**src/rtl/uart_pkg.sv**
```systemverilog
// uart_pkg: shared UART types, line constants and parity helper for the RX and TX paths
package uart_pkg;
  typedef enum logic [2:0] {IDLE, START, DATA, PARITY, STOP, BREAK} uart_rx_state_t;
  localparam logic UART_IDLE_LVL = 1'b1;
  // Expected parity bit; data is zero-extended to 9 bits, which leaves parity unchanged
  function automatic logic parity_calc(input logic [8:0] data, input logic odd);
    return ^data ^ odd;
  endfunction
endpackage

```
**src/rtl/uart_sync2.sv**
```systemverilog
// uart_sync2: two-flop synchronizer with a configurable reset level
module uart_sync2 #(
  parameter logic RST_VAL = 1'b1
)(
  input  logic clk,
  input  logic rst,
  input  logic d,
  output logic q
);
  logic m;
  always_ff @(posedge clk or posedge rst)
    if (rst) {q, m} <= {2{RST_VAL}};
    else     {q, m} <= {m, d};
endmodule

```
**src/rtl/uart_rx_deframer.sv**
```systemverilog
// uart_rx_deframer: UART receive path delivering framed words on a valid/ready register
module uart_rx_deframer import uart_pkg::*; #(
  parameter int DATA_W       = 8,
  parameter int CLKS_PER_BIT = 16,
  parameter int PARITY_EN    = 1,
  parameter int PARITY_ODD   = 0
)(
  input  logic              clk,
  input  logic              rst,
  input  logic              rx,
  output logic [DATA_W-1:0] rx_data,
  output logic              rx_valid,
  input  logic              rx_ready,
  output logic              parity_err,
  output logic              frame_err,
  output logic              overrun
);
  localparam int CW = $clog2(CLKS_PER_BIT);
  localparam int BW = $clog2(DATA_W + 1);
  uart_rx_state_t state, state_n;
  logic rxs, tick, last_bit, deliver, load, par_q;
  logic [CW-1:0] cnt;
  logic [BW-1:0] bit_cnt;
  logic [DATA_W-1:0] shift;
  uart_sync2 #(.RST_VAL(UART_IDLE_LVL)) u_sync (.clk(clk), .rst(rst), .d(rx), .q(rxs));
  // START waits half a bit so every later sample lands mid-bit
  assign tick     = cnt == ((state == START) ? CW'(CLKS_PER_BIT / 2 - 1) : CW'(CLKS_PER_BIT - 1));
  assign last_bit = bit_cnt == BW'(DATA_W - 1);
  assign deliver  = state == STOP && tick;
  assign load     = deliver && (!rx_valid || rx_ready);
  always_ff @(posedge clk or posedge rst)
    if (rst) state <= IDLE;
    else     state <= state_n;
  always_comb begin
    state_n = state;
    case (state)
      IDLE:    state_n = rxs ? IDLE : START;
      START:   state_n = !tick ? START : rxs ? IDLE : DATA;
      DATA:    state_n = !(tick && last_bit) ? DATA : (PARITY_EN != 0) ? PARITY : STOP;
      PARITY:  state_n = tick ? STOP : PARITY;
      STOP:    state_n = !tick ? STOP : rxs ? IDLE : BREAK;
      BREAK:   state_n = (rxs == UART_IDLE_LVL) ? IDLE : BREAK;
      default: state_n = IDLE;
    endcase
  end
  always_ff @(posedge clk or posedge rst)
    if (rst) begin
      cnt     <= '0;
      bit_cnt <= '0;
      shift   <= '0;
      par_q   <= 1'b0;
    end else begin
      cnt <= (state == IDLE || state == BREAK || tick) ? '0 : cnt + CW'(1);
      if (state == IDLE) bit_cnt <= '0;
      else if (state == DATA && tick) bit_cnt <= bit_cnt + BW'(1);
      if (state == DATA && tick) shift <= {rxs, shift[DATA_W-1:1]};
      if (state == IDLE) par_q <= 1'b0;
      else if (state == PARITY && tick) par_q <= rxs != parity_calc(9'(shift), PARITY_ODD != 0);
    end
  // A completed frame is dropped, not queued, when the held word is still unaccepted
  always_ff @(posedge clk or posedge rst)
    if (rst) begin
      rx_data    <= '0;
      rx_valid   <= 1'b0;
      parity_err <= 1'b0;
      frame_err  <= 1'b0;
      overrun    <= 1'b0;
    end else begin
      overrun <= deliver && rx_valid && !rx_ready;
      if (load) begin
        rx_data    <= shift;
        rx_valid   <= 1'b1;
        parity_err <= (PARITY_EN != 0) && par_q;
        frame_err  <= !rxs;
      end else if (rx_valid && rx_ready) begin
        rx_data    <= '0;
        rx_valid   <= 1'b0;
        parity_err <= 1'b0;
        frame_err  <= 1'b0;
      end
    end
endmodule

```
**config.mk**
```make
export PLATFORM = sky130hd
export DESIGN_NAME = uart_rx_deframer
export DESIGN_NICKNAME = d
export VERILOG_FILES = /design/src/rtl/uart_pkg.sv /design/src/rtl/uart_sync2.sv /design/src/rtl/uart_rx_deframer.sv
export SDC_FILE = /design/constraint.sdc
export NUM_CORES = 1
export LEC_CHECK = 0
export CAP_MARGIN = 20
export CORE_ASPECT_RATIO = 1.2
export CORE_MARGIN = 2
export CORE_UTILIZATION = 55
export DETAILED_ROUTE_END_ITERATION = 16
export PLACE_DENSITY = 0.85
export SYNTH_ARGS = -nofsm -noshare
export SYNTH_HDL_FRONTEND = slang
export SYNTH_SLANG_ARGS = --single-unit
```
**constraint.sdc**
```tcl
create_clock -name clk -period 2.5 [get_ports clk]
set_clock_uncertainty 0.2 [all_clocks]
set_input_delay 0.5 -clock clk [delete_from_list [all_inputs] [get_ports clk]]
set_output_delay 0.5 -clock clk [all_outputs]
set_load 0.02 [all_outputs]
```
==> flow_metrics.py <==
metrics = {
    "status": {
        "status": "completed",
    },
    "clock_network": {
        "cts_tree": "done",
        "path_clk_slew_ns": 0.11,
        "cts-root-buf": "clkbuf_4",
        "clk_latency_ns": 0.34,
        "clockBufferDepth": 2,
        "cts-resized-gates": 0,
        "cts_setup_buffers": 0,
        "cts_buffers": 5,
        "cts_max_level": 2,
        "cts.sinks": 34,
        "cts_hold_buf": 0,
    },
    "sta": {
        "rsz0062_at_grt": "false",
        "tightest_slew_ns": 0.564,
        "hold_violations": 0,
        "setup_viol": 0,
        "post-route-period-util_pct": 87.5,
        "max_freq_mhz": 457,
        "fin_ws_ns": 0.313,
        "post-route-min-period_ns": 2.19,
        "slew_violations": 0,
        "slew_headroom_pct": 62.1,
        "fin_setup_tns_ns": 0,
    },
    "layout": {
        "layout_common_cells": "dfrtp_1 (32), clkdlybuf4s50_1 (15), nor2_1 (12)",
        "nets": 158,
        "drive_above_1_share_pct": 18.3,
        "multi_input_area_sq_um": 708,
        "fin_cells": 187,
        "area_delta_synth_final_pct": 16.3,
        "antenna_cells": 0,
        "seq_area_sq_um": 853,
        "final_cell_area_sq_um": 1880,
        "final_common_cell": "dfrtp_1",
        "num-fill-cells": 209,
    },
    "place": {
        "place_area_sq_um": 1800,
        "pre_cts_slack_ns": 0.430,
        "hpwl_um": 2150,
        "dp_cells": 179,
        "routabilityCongestion": 0.861,
        "portBuffers": 15,
    },
    "floorplanning": {
        "pin_count": 16,
        "coreArea_sq_um": 2790,
        "die_y_um": 63.4,
        "start_util_pct": 58.0,
        "die_w_um": 53.5,
        "rows": 21,
        "die_area_sq_um": 3390,
    },
    "setup_path": {
        "max_stage_delay_ns": 0.65,
        "start_kind": "flip-flop",
        "crit_chain": "clkdlybuf4s50_1",
        "critPathCaptureType": "primary output",
        "crit_fanout": 8,
        "path_buf_inv": 1,
        "crit_family": "buffers and inverters",
        "crit_type": "flip-flop to primary output",
        "cp_slowest_cell": "clkdlybuf4s50_1",
        "cp_data_required_time_ns": 1.80,
        "arrival_ns": 1.49,
    },
    "drt": {
        "totalWireLength_um": 2880,
        "drc": 0,
        "drt_pass1_iterations": 4,
        "final_antenna_net_count": 0,
        "detail_route.wl_per_cell_um": 15.4,
        "via_count": 1077,
        "viasPerCell": 5.76,
        "initialDrtViolationCount": 23,
    },
    "grt": {
        "grt_start_max_net_pins": 35,
        "grtUsageTotal_pct": 21.6,
        "grt_pass1_vias": 1145,
        "antenna_found_initial": 0,
        "grt_pass1_wl_um": 5240,
        "grt-ovfl-total": 0,
    },
    "pwr": {
        "power_per_cell_area_nw_per_um2": 770,
        "ir_drop_uv": 535,
        "leakage_uw": 0.000872,
    },
    "yosys": {
        "synth-seq-cells": 34,
        "synthesis.instances": 132,
        "yosys_warnings": 0,
        "syn_area_sq_um": 1620,
        "synth_cell_types": 38,
        "syn_nets": 138,
        "avgSynthCellArea_sq_um": 12.2,
        "synth_seq_area_share_pct": 52.8,
    },
    "min_path": {
        "worstHoldPathType": "flip-flop to flip-flop",
    },
    "job": {
        "max-cap-violations": 0,
    },
}
[state kept, by name (all words and copies together), names as in the netlist]
register and flops:
rx_data 8, shift 8, bit_cnt 4, cnt 4, state 3, frame_err 1
overrun 1, par_q 1, parity_err 1, rx_valid 1, u_sync.m 1, u_sync.q 1
[stage by stage]
| stage | total power, uW | util (%) | hold slack (ns) |
|---|---|---|---|
| global placement | 1020 | 64.5 | 0.148 |
| floorplan | 977 | - | 0.145 |
| CTS | 1460 | 67.5 | 0.163 |
| finish | 1450 | 67.5 | 0.162 |
| detailed placement | 1050 | 64.5 | 0.148 |
| global route | 1550 | 67.5 | 0.172 |
[power by group]
group / leakage, uW / switching, uW / internal, uW
Combinational: 0.000377 / 167 / 135
Sequential: 0.000449 / 108 / 625
Clock: 0.0000455 / 174 / 239
[final timing paths]
path | cells after the start | slack (ns) | startpoint | end
min in group asynchronous | 3 | 0.33 | rst | rx_data[3]$_DFFE_PP0P_
worst max-delay path | 1 | 0.31 | rx_valid$_DFFE_PP0P_ | rx_valid
worst min register to register | 0 | 0.16 | u_sync.m$_DFF_PP1_ | u_sync.q$_DFF_PP1_
max in group asynchronous | 3 | 1.43 | rst | u_sync.m$_DFF_PP1_
worst min-delay path | 0 | 0.16 | u_sync.m$_DFF_PP1_ | u_sync.q$_DFF_PP1_
worst max register to register | 4 | 0.44 | cnt[0]$_DFF_PP0_ | shift[4]$_DFFE_PP0P_
[synth_stat cells (all sizes together)]
| master | count | area share [%] |
|---|---|---|
| xor2 | 3 | 1.6 |
| a31o | 2 | 1.1 |
| nor3b | 1 | 0.46 |
| nand2 | 1 | 0.23 |
| xnor3 | 2 | 2.9 |
| dfrtp | 32 | 50 |
| o41ai | 1 | 0.54 |
| inv | 7 | 1.6 |
| nand2b | 3 | 1.3 |
| nor2 | 13 | 4.0 |
| nand4 | 3 | 1.2 |
| nand3 | 3 | 1.7 |
| ha | 2 | 1.5 |
| mux2 | 9 | 6.3 |
| buf | 4 | 1.8 |
| nor3 | 6 | 3.2 |
| nand3b | 1 | 0.46 |
| o21ai | 6 | 1.9 |
| nor2b | 3 | 1.2 |
| mux2i | 5 | 3.1 |
| a22o | 6 | 3.3 |
| a32oi | 4 | 2.2 |
| or3 | 1 | 0.39 |
| dfstp | 2 | 3.3 |
| a211oi | 1 | 0.46 |
| a21oi | 3 | 0.93 |
| xnor2 | 6 | 3.3 |
| nor4 | 2 | 0.77 |
[metal layers]
| layer | wire [um] | track usage [%] | vias up |
|---|---|---|---|
| met1 | 1210 | 25.7 | 543 |
| li1 | - | - | 510 |
| met4 | 64 | 12.8 | 0 |
| met3 | 105 | 5.45 | 6 |
| met5 | 0 | 0 | - |
| met2 | 1500 | 34.3 | 18 |
[kinds of logic (layout without fill, tap and decap cells)]
kind of cell | after synthesis | in the layout | synth area share (%)
and+or+nand+nor | 37 | 37 | 14.9
DFF | 34 | 34 | 52.8
AOI/OAI and AO/OA | 23 | 23 | 10.3
muxes | 14 | 14 | 9.37
xor gates and xnor gates | 11 | 11 | 7.74
buffers and inverters | 11 | 32 | 3.41
adders and majority gates | 2 | 2 | 1.55
[worst reg2reg max path, cell delays in order, from the launching register on]
cell and delay (ns):
dfrtp_1 0.38, ha_1 0.34, nand3_4 0.16, nor3_4 0.46, mux2_2 0.40
[final cells by class]
type | instances | area share (%)
Clock buffer | 7 | 2.93
Clock inverter | 1 | 1.60
Inverter | 7 | 1.40
Multi-Input combinational cell | 87 | 37.7
Sequential cell | 34 | 45.4
Tap cell | 34 | 2.26
Timing Repair Buffer | 17 | 8.78
No activity file was read; power rests on OpenSTA's default activity.
